<file path="src/rtl/vga_pixel_fetch.sv">
// vga_pixel_fetch: fetches 2x-upscaled RGB565 frame-buffer pixels for the VGA timing stream
// and keeps sync/blank aligned with the returning read data.
module vga_pixel_fetch #(
  parameter int SRC_W  = 320,
  parameter int SRC_H  = 240,
  parameter int ADDR_W = 17,
  parameter int RD_LAT = 2
) (
  input  logic              clk,
  input  logic              rst_n,
  input  logic [11:0]       pixel_x,
  input  logic [11:0]       pixel_y,
  input  logic              video_on_in,
  input  logic              hsync_in,
  input  logic              vsync_in,
  input  logic              test_pattern,
  output logic [ADDR_W-1:0] rd_addr,
  output logic              rd_en,
  input  logic [15:0]       rd_data,
  output logic [7:0]        vga_r,
  output logic [7:0]        vga_g,
  output logic [7:0]        vga_b,
  output logic              vga_hs,
  output logic              vga_vs,
  output logic              vga_blank_n,
  output logic              frame_start
);
  logic [11:0]       ax_q, ay_q;
  logic              avid_q, ahs_q, avs_q;
  logic [ADDR_W-1:0] line_base_q, line_base_d, rd_addr_q, rd_addr_d;
  logic              rd_en_q;
  logic [RD_LAT:0]   dvid_q, dhs_q, dvs_q, dyz_q;
  logic [9:0]        dx_q [RD_LAT+1];
  logic [7:0]        r_q, g_q, b_q, r_d, g_d, b_d;
  logic              hs_q, vs_q, blank_q, fs_q, fs_d;
  logic              vid;
  logic [9:0]        dx;
  logic [2:0]        bar;

  // Bar index maps to RGB as r=~bar[1], g=~bar[2], b=~bar[0] (white..black order)
  always_comb begin
    line_base_d = ay_q >= 12'(2*SRC_H) ? '0
                : (avid_q && ax_q == 12'(2*SRC_W-1) && ay_q[0]) ? line_base_q + ADDR_W'(SRC_W)
                : line_base_q;
    rd_addr_d = line_base_q + ADDR_W'(ax_q >> 1);
    vid = dvid_q[RD_LAT];
    dx = dx_q[RD_LAT];
    bar = 3'(dx / 10'd80);
    r_d = !vid ? '0 : test_pattern ? {8{~bar[1]}} : {rd_data[15:11], rd_data[15:13]};
    g_d = !vid ? '0 : test_pattern ? {8{~bar[2]}} : {rd_data[10:5], rd_data[10:9]};
    b_d = !vid ? '0 : test_pattern ? {8{~bar[0]}} : {rd_data[4:0], rd_data[4:2]};
    fs_d = vid && dx == '0 && dyz_q[RD_LAT];
  end

  always_ff @(posedge clk or negedge rst_n) begin
    if (!rst_n) begin
      ax_q <= '0;
      ay_q <= '0;
      avid_q <= 1'b0;
      ahs_q <= 1'b1;
      avs_q <= 1'b1;
      line_base_q <= '0;
      rd_addr_q <= '0;
      rd_en_q <= 1'b0;
      dvid_q <= '0;
      dhs_q <= '1;
      dvs_q <= '1;
      dyz_q <= '0;
      for (int i = 0; i <= RD_LAT; i++) dx_q[i] <= '0;
      r_q <= '0;
      g_q <= '0;
      b_q <= '0;
      hs_q <= 1'b1;
      vs_q <= 1'b1;
      blank_q <= 1'b0;
      fs_q <= 1'b0;
    end else begin
      ax_q <= pixel_x;
      ay_q <= pixel_y;
      avid_q <= video_on_in;
      ahs_q <= hsync_in;
      avs_q <= vsync_in;
      line_base_q <= line_base_d;
      rd_addr_q <= rd_addr_d;
      rd_en_q <= avid_q;
      // Index 0 is captured alongside rd_addr; index RD_LAT lines up with rd_data
      dvid_q <= {dvid_q[RD_LAT-1:0], avid_q};
      dhs_q <= {dhs_q[RD_LAT-1:0], ahs_q};
      dvs_q <= {dvs_q[RD_LAT-1:0], avs_q};
      dyz_q <= {dyz_q[RD_LAT-1:0], ay_q == '0};
      dx_q[0] <= ax_q[9:0];
      for (int i = 1; i <= RD_LAT; i++) dx_q[i] <= dx_q[i-1];
      r_q <= r_d;
      g_q <= g_d;
      b_q <= b_d;
      hs_q <= dhs_q[RD_LAT];
      vs_q <= dvs_q[RD_LAT];
      blank_q <= vid;
      fs_q <= fs_d;
    end
  end

  assign rd_addr = rd_addr_q;
  assign rd_en = rd_en_q;
  assign vga_r = r_q;
  assign vga_g = g_q;
  assign vga_b = b_q;
  assign vga_hs = hs_q;
  assign vga_vs = vs_q;
  assign vga_blank_n = blank_q;
  assign frame_start = fs_q;
endmodule

</file>
<file path="config.mk">
export PLATFORM = sky130hd
export DESIGN_NAME = vga_pixel_fetch
export DESIGN_NICKNAME = d
export VERILOG_FILES = /design/src/rtl/vga_pixel_fetch.sv
export SDC_FILE = /design/constraint.sdc
export NUM_CORES = 1
export LEC_CHECK = 0
export BUFFER_PORTS_ARGS = -buffer_cell sky130_fd_sc_hd__buf_2
export CAP_MARGIN = 5
export CELL_PAD_IN_SITES_DETAIL_PLACEMENT = 0
export CELL_PAD_IN_SITES_GLOBAL_PLACEMENT = 1
export CORE_ASPECT_RATIO = 2
export CORE_UTILIZATION = 35
export CTS_CLUSTER_SIZE = 30
export DETAILED_ROUTE_END_ITERATION = 6
export HOLD_SLACK_MARGIN = 0.05
export PLACE_DENSITY = 0.67
export REMOVE_ABC_BUFFERS = 1
export SLEW_MARGIN = 25
export SYNTH_ARGS = -nofsm -noshare
export SYNTH_HDL_FRONTEND = slang
export SYNTH_SLANG_ARGS = --single-unit
export TNS_END_PERCENT = 50
</file>
<file path="constraint.sdc">
create_clock -name clk -period 2.6 [get_ports clk]
set_clock_uncertainty 0.1 [all_clocks]
set_input_delay 0.78 -clock clk [delete_from_list [all_inputs] [get_ports clk]]
set_output_delay 0.78 -clock clk [all_outputs]
set_load 0.02 [all_outputs]
</file>
## Word-level counts from Yosys, hierarchy flattened

Cells that the tools add are included.

| storage, ports and cells | value |
|---|---|
| output and inout bits | 46 |
| RAM bits | 0 |
| logic and storage cells | 45 |
| latch bits | 0 |
| memories kept | 0 |
| ROM bits | 0 |
| register bits | 132 |
| input bits | 46 |

| cells by class | value |
|---|---|
| muxes and demuxes | 8 |
| bitwise gates (word level) | 3 |
| reductions and logical operators | 7 |
| magnitude comparators | 1 |
| div/mod/pow operators | 1 |
| $add $sub $neg | 2 |
| multiply operators | 0 |
| equality and inequality tests | 1 |
| shifts and indexed selects | 0 |

Operator list:

| kind | number |
|---|---|
| $mux 8 | 6 |
| $mux 17 | 2 |
| $add 17x11->17 | 1 |
| $add 17x9->17 const B | 1 |
| $eq 12x10->1 const B | 1 |
| $ge 12x9->1 const B | 1 |
| $logic_not 12->1 | 1 |
| $div 10x7->10 const B | 1 |
| $logic_not 10->1 | 1 |
| $logic_and 1x1->1 | 4 |
| $not 1->1 | 3 |
| $reduce_bool 2->1 | 1 |

## Logic depth before layout (Yosys ltp)

| depth | value |
|---|---|
| depth after elaboration | 5 |
| gate-level depth with buffers | 6 |

## Worst setup path after synthesis

Ideal clock, no wire load.

| timing | value |
|---|---|
| kind | flip-flop to flip-flop |
| from | register line_base_q[7] |
| to | register rd_addr_q[16] (netlist: rd_addr[16]) |
| arrival time | 1.648 ns |
| clock period less this slack | 1.874 ns |
| cell stages (with the launch flop) | 7 |
| buffers on the path | 0 |
| library setup time | 0.126 ns |
| slack | 0.726 ns |
| data required time | 2.374 ns |
| cell sequence | dfrtp_1 > ha_1 > a211oi_1 > o21bai_1 > a21oi_1 > nor2b_1 > xor2_1 |

| between the ends | value |
|---|---|
| word-level cells in the longest chain between the ends | 1 |

RTL lines:

| item | RTL line | RTL |
|---|---|---|
| start, declared | 30 | `logic [ADDR_W-1:0] line_base_q, line_base_d, rd_addr_q, rd_addr_d;` |
| start signal, assigned | 83 | `line_base_q <= line_base_d;` |
| $add 17x11->17 | 45 | `rd_addr_d = line_base_q + ADDR_W'(ax_q >> 1);` |
| via rd_addr_d[16] | 30 |  |
| end signal, assigned | 84 | `rd_addr_q <= rd_addr_d;` |
| end, declared | 30 |  |

The timed path passes the listed nets, and every way through them passes these cells.
A chain may end at the register's enable or synchronous reset.

## Final worst setup path

Ends and elaborated chain as after synthesis.

==> tab_implementation.tex <==
\begin{tabular}{lr}
\hline
Metric & Value \\
\hline
\multicolumn{2}{l}{\textbf{Pwr}} \\
Combinational power share & under 10\% \\
Worst supply voltage drop on vdd & approximately 660 µV \\
Power dissipated by switching net loads & 1000 µW \\
Leakage power & 0.00248 µW \\
Share of power burned in the clock network & around 54\% \\
Power Internal & between 3000 and 4000 µW \\
Power density over the cells & 900 nW/µm² \\
Sequential Power Share & $\sim$40\% \\
Sw frac & a little over a fifth \\
\multicolumn{2}{l}{\textbf{Route}} \\
DR pass1 iterations & 4 \\
First DRT Iteration DRCs & 29 \\
Detailed-route via count & 2,403 \\
Remaining number of nets flagged by the antenna check after routing & 0 \\
Detail-routed via count per cell & between 4 and 5 \\
DRC violation count after routing & 0 \\
Routed Wire Length & 7040 µm \\
Post-detailed-route wirelength per cell & roughly 13 µm \\
\multicolumn{2}{l}{\textbf{Synthesis}} \\
Top cell type's share of synthesized area & 65.6\% \\
Count of synthesis-stage warnings from yosys & 0 \\
Combinational family with the most area after synthesis & simple AND/OR/NAND/NOR gates \\
Flop and latch count out of synthesis & 115 \\
Sequential element share of the synthesized area & roughly 72\% \\
Synth Area per Inst & around 14 µm² \\
Number of standard cells after synthesis & about 290 \\
Share of the synthesized netlist area taken by xor and xnor gates & between 4 and 5\% \\
Ranking of synthesized cells by area & sky130\_fd\_sc\_hd\_\_dfrtp\_1 66\%, sky130\_fd\_sc\_hd\_\_dfstp\_2 6.6\%, sky130\_fd\_sc\_hd\_\_xor2\_1 2.8\%, sky130\_fd\_sc\_hd\_\_buf\_4 2.1\%, sky130\_fd\_sc\_hd\_\_nand2\_1 2.1\% \\
Post-synth cell types & 38 \\
Post-Syn Area & 4000 µm² \\
Largest area contributor in the netlist & sky130\_fd\_sc\_hd\_\_dfrtp\_1 \\
Compound-Gate Fraction of Synth Area & under 10\% \\
Adder-Cell Fraction of Synth Area & about 1.9\% \\
Simple logic cell fraction of the synthesized area & 12.1\% \\
Share of synthesized area spent on multiplexers & less than 1\% \\
\multicolumn{2}{l}{\textbf{Clock network}} \\
Count of H-tree levels built during CTS & 4 \\
Clock-pin slew reported for the worst setup and hold paths after clock tree synthesis & approximately 0.06 ns \\
Post-CTS Resized & 0 \\
Sink Count & between 100 and 150 \\
Root Buffer & sky130\_fd\_sc\_hd\_\_clkbuf\_16 \\
Skew-Pair Late Insertion Delay & 0.40 ns \\
Hold Buf Count CTS & 0 \\
TritonCTS clock tree & built \\
Num CTS Buffers & 17 \\
Buffer count from post-CTS setup fixing & 0 \\
Number of buffers between clock root and the deepest sink & 2 \\
\multicolumn{2}{l}{\textbf{Timing}} \\
Final worst-path cycle share & between 70\% and 80\% \\
Setup repair after global routing missed its margin & no \\
Total count of hold-check failures in the final report & 0 \\
Fin Setup TNS & 0 ns \\
Post-layout minimum cycle time & 2.07 ns \\
Maximum clock frequency & between 400 and 500 MHz \\
Max-slew violation total from the final report & 0 \\
Worst slew pin tran & roughly 0.58 ns \\
Headroom to the max-slew limit & 61.6\% \\
Final Setup Violations & 0 \\
\multicolumn{2}{l}{\textbf{Die}} \\
Die width & $\sim$78 µm \\
Vertical die dimension & around 150 µm \\
Die area & approximately 12,000 µm² \\
Starting density of the core & 36.3\% \\
Top-level I/O count & a little over 90 \\
CORE AREA & 11,000 µm² \\
Row count & 54 \\
\multicolumn{2}{l}{\textbf{Final layout}} \\
Most frequent cells in the layout & 105 x sky130\_fd\_sc\_hd\_\_dfrtp\_1, 90 x sky130\_fd\_sc\_hd\_\_buf\_2, 22 x sky130\_fd\_sc\_hd\_\_nand2\_1, 19 x sky130\_fd\_sc\_hd\_\_nor2\_1, 17 x sky130\_fd\_sc\_hd\_\_clkbuf\_16 \\
Share of final-layout standard cells stronger than drive strength 1 & around 35\% \\
Final Core Density & roughly 47\% \\
Number of nets in the layout & 433 \\
Most common cell after layout, fill and taps aside & sky130\_fd\_sc\_hd\_\_dfrtp\_1 \\
Antenna fix cells & 0 \\
Area growth, synth to finish & 30.1\% \\
\multicolumn{2}{l}{\textbf{Outcome}} \\
Run status & finished clean \\
\multicolumn{2}{l}{\textbf{Critical path}} \\
CP startpoint kind & flop \\
Largest incremental delay on the critical path & approximately 0.41 ns \\
Worst setup EP type & flop \\
Data arrival time at the worst-slack endpoint & between 2 and 2.5 ns \\
Category of the most critical setup path & reg2reg \\
Critical path's top delay family & compound AO/OA/AOI/OAI gates \\
Worst path bufs/invs & 0 \\
Biggest fanout along the worst timing path & 6 \\
Critical-path cell list & ha\_1 -> a211oi\_1 -> o21bai\_1 -> a21oi\_1 -> nor2b\_1 -> xor2\_1 \\
Timing startpoint of the critical path & line\_base\_q[7]\$\_DFFE\_PN0P\_ \\
Launching point of the worst reg2reg path & line\_base\_q[7]\$\_DFFE\_PN0P\_ \\
Crit-path slowest cell & sky130\_fd\_sc\_hd\_\_dfrtp\_1 \\
R2r setup slk & about 0.53 ns \\
Worst Path Required & 2.79 ns \\
\multicolumn{2}{l}{\textbf{Min path}} \\
Class of the tightest hold or removal check & reg2reg \\
Critical hold path startpoint & dx\_q[16]\$\_DFF\_PN0\_ \\
\multicolumn{2}{l}{\textbf{Global route}} \\
Total routing resource utilization after global routing & a little over an eighth \\
Vias in the first global route & roughly 2,600 \\
Total grt overflow & 0 \\
Number of antenna violations at the first check in global routing & 0 \\
First-pass GRT wire length & about 12,000 µm \\
Largest net degree at the start of global routing & 47 \\
\multicolumn{2}{l}{\textbf{Placed design}} \\
Number of port buffers & 91 \\
Final RePlAce weighted congestion & 0.748 \\
Placed wire-length estimate & approximately 5000 µm \\
\multicolumn{2}{l}{\textbf{Run}} \\
Max-capacitance violation count & 0 \\
\hline
\end{tabular}
-- path summary, 6_finish.rpt --
| kind | end | cells past startpoint |
|---|---|---|
| setup / recovery | rd_addr[16]$_DFF_PN0_ | 6 |
| hold / removal | dx[6]$_DFF_PN0_ | 0 |
| setup reg to reg | rd_addr[16]$_DFF_PN0_ | 6 |
| hold reg to reg | dx[6]$_DFF_PN0_ | 0 |
| max in group asynchronous | ax_q[11]$_DFF_PN0_ | 2 |
| min in group asynchronous | vga_b[6]$_DFF_PN0_ | 1 |
-- flip-flops by register name, summed over array words and instances, names as in the netlist --
| signal | cells |
|---|---|
| dx_q | 20 |
| dyz_q | 3 |
| vga_b | 5 |
| dvid_q | 3 |
| dhs_q | 3 |
| dvs_q | 3 |
| avs_q | 1 |
| ax_q | 12 |
| ahs_q | 1 |
| vga_hs | 1 |
| dx | 10 |
| avid_q | 1 |
| vga_g | 6 |
| rd_addr | 15 |
| vga_r | 5 |
| ay_q | 12 |
| frame_start | 1 |
| vga_vs | 1 |
| line_base_q | 11 |
| vga_blank_n | 1 |
-- per-layer routing --
layer  part of all wire (%)  wire length [µm]  vias up  track usage, %
met5                      0                 0        -               0
met4                    2.3               161        0            8.36
met3                    5.0               353       14            4.06
met2                     58              4080       92            24.9
met1                     35              2450     1151            12.7
li1                       -                 -     1146               -
-- synth_stat cells --
cell,instances
sky130_fd_sc_hd__a211oi_1,1
sky130_fd_sc_hd__a21boi_0,5
sky130_fd_sc_hd__a21oi_1,4
sky130_fd_sc_hd__a221o_1,1
sky130_fd_sc_hd__a31oi_1,1
sky130_fd_sc_hd__a32oi_1,1
sky130_fd_sc_hd__and2b_1,1
sky130_fd_sc_hd__and3_1,2
sky130_fd_sc_hd__and3b_1,2
sky130_fd_sc_hd__buf_2,3
sky130_fd_sc_hd__buf_4,11
sky130_fd_sc_hd__clkbuf_1,9
sky130_fd_sc_hd__dfrtp_1,105
sky130_fd_sc_hd__dfstp_2,10
sky130_fd_sc_hd__ha_1,6
sky130_fd_sc_hd__mux2i_1,2
sky130_fd_sc_hd__nand2_1,22
sky130_fd_sc_hd__nand2b_1,10
sky130_fd_sc_hd__nand3_1,3
sky130_fd_sc_hd__nand4_1,6
sky130_fd_sc_hd__nand4b_1,1
sky130_fd_sc_hd__nor2_1,19
sky130_fd_sc_hd__nor2b_1,13
sky130_fd_sc_hd__nor3_1,6
sky130_fd_sc_hd__nor3b_1,2
sky130_fd_sc_hd__nor4_1,2
sky130_fd_sc_hd__nor4_2,1
sky130_fd_sc_hd__o211ai_1,1
sky130_fd_sc_hd__o21a_1,7
sky130_fd_sc_hd__o21ai_0,7
sky130_fd_sc_hd__o21bai_1,1
sky130_fd_sc_hd__o221ai_1,1
sky130_fd_sc_hd__o22ai_1,1
sky130_fd_sc_hd__o311a_1,1
sky130_fd_sc_hd__or4_1,1
sky130_fd_sc_hd__or4b_1,1
sky130_fd_sc_hd__xnor2_1,8
sky130_fd_sc_hd__xor2_1,13
-- through the flow --
stage	hold slack (ns)	power [µW]	cell area, µm²	worst slack [ns]	cells
after floorplan	0.231	2050	3870	0.524	268
after global placement	0.233	2180	4550	0.514	502
after detailed placement	0.235	2190	4550	0.489	502
after CTS	0.241	4760	5210	0.486	534
after global routing	0.250	4880	5210	0.278	534
final	0.240	4680	5210	0.527	534
-- area by class of cell --
| cell class | count | area, µm² |
|---|---|---|
| fill | 995 | 5810 |
| sequential | 115 | 2890 |
| multi-input combinational | 153 | 981 |
| timing repair buffer | 94 | 505 |
| clock buffer | 18 | 429 |
| clock inverter | 14 | 226 |
| tap | 140 | 175 |
-- power groups by stage --
stage | combinational, µW | sequential (µW) | clock (µW)
after detailed placement | 239 | 1950 | 0
after global routing | 260 | 1930 | 2690
final | 234 | 1920 | 2530
after global placement | 236 | 1950 | 0
after CTS | 241 | 1920 | 2590
after floorplan | 53.5 | 2000 | 0
-- kinds of logic (layout without fill, tap and decap cells) --
kind of cell,count (synthesis),in the layout
AOI/OAI and AO/OA,32,32
xor gates and xnor gates,21,21
adders and majority gates,6,6
buffers and inverters,23,126
DFF,115,115
muxes,2,2
and+or+nand+nor,92,92
Power figures use the tool's default switching activity.
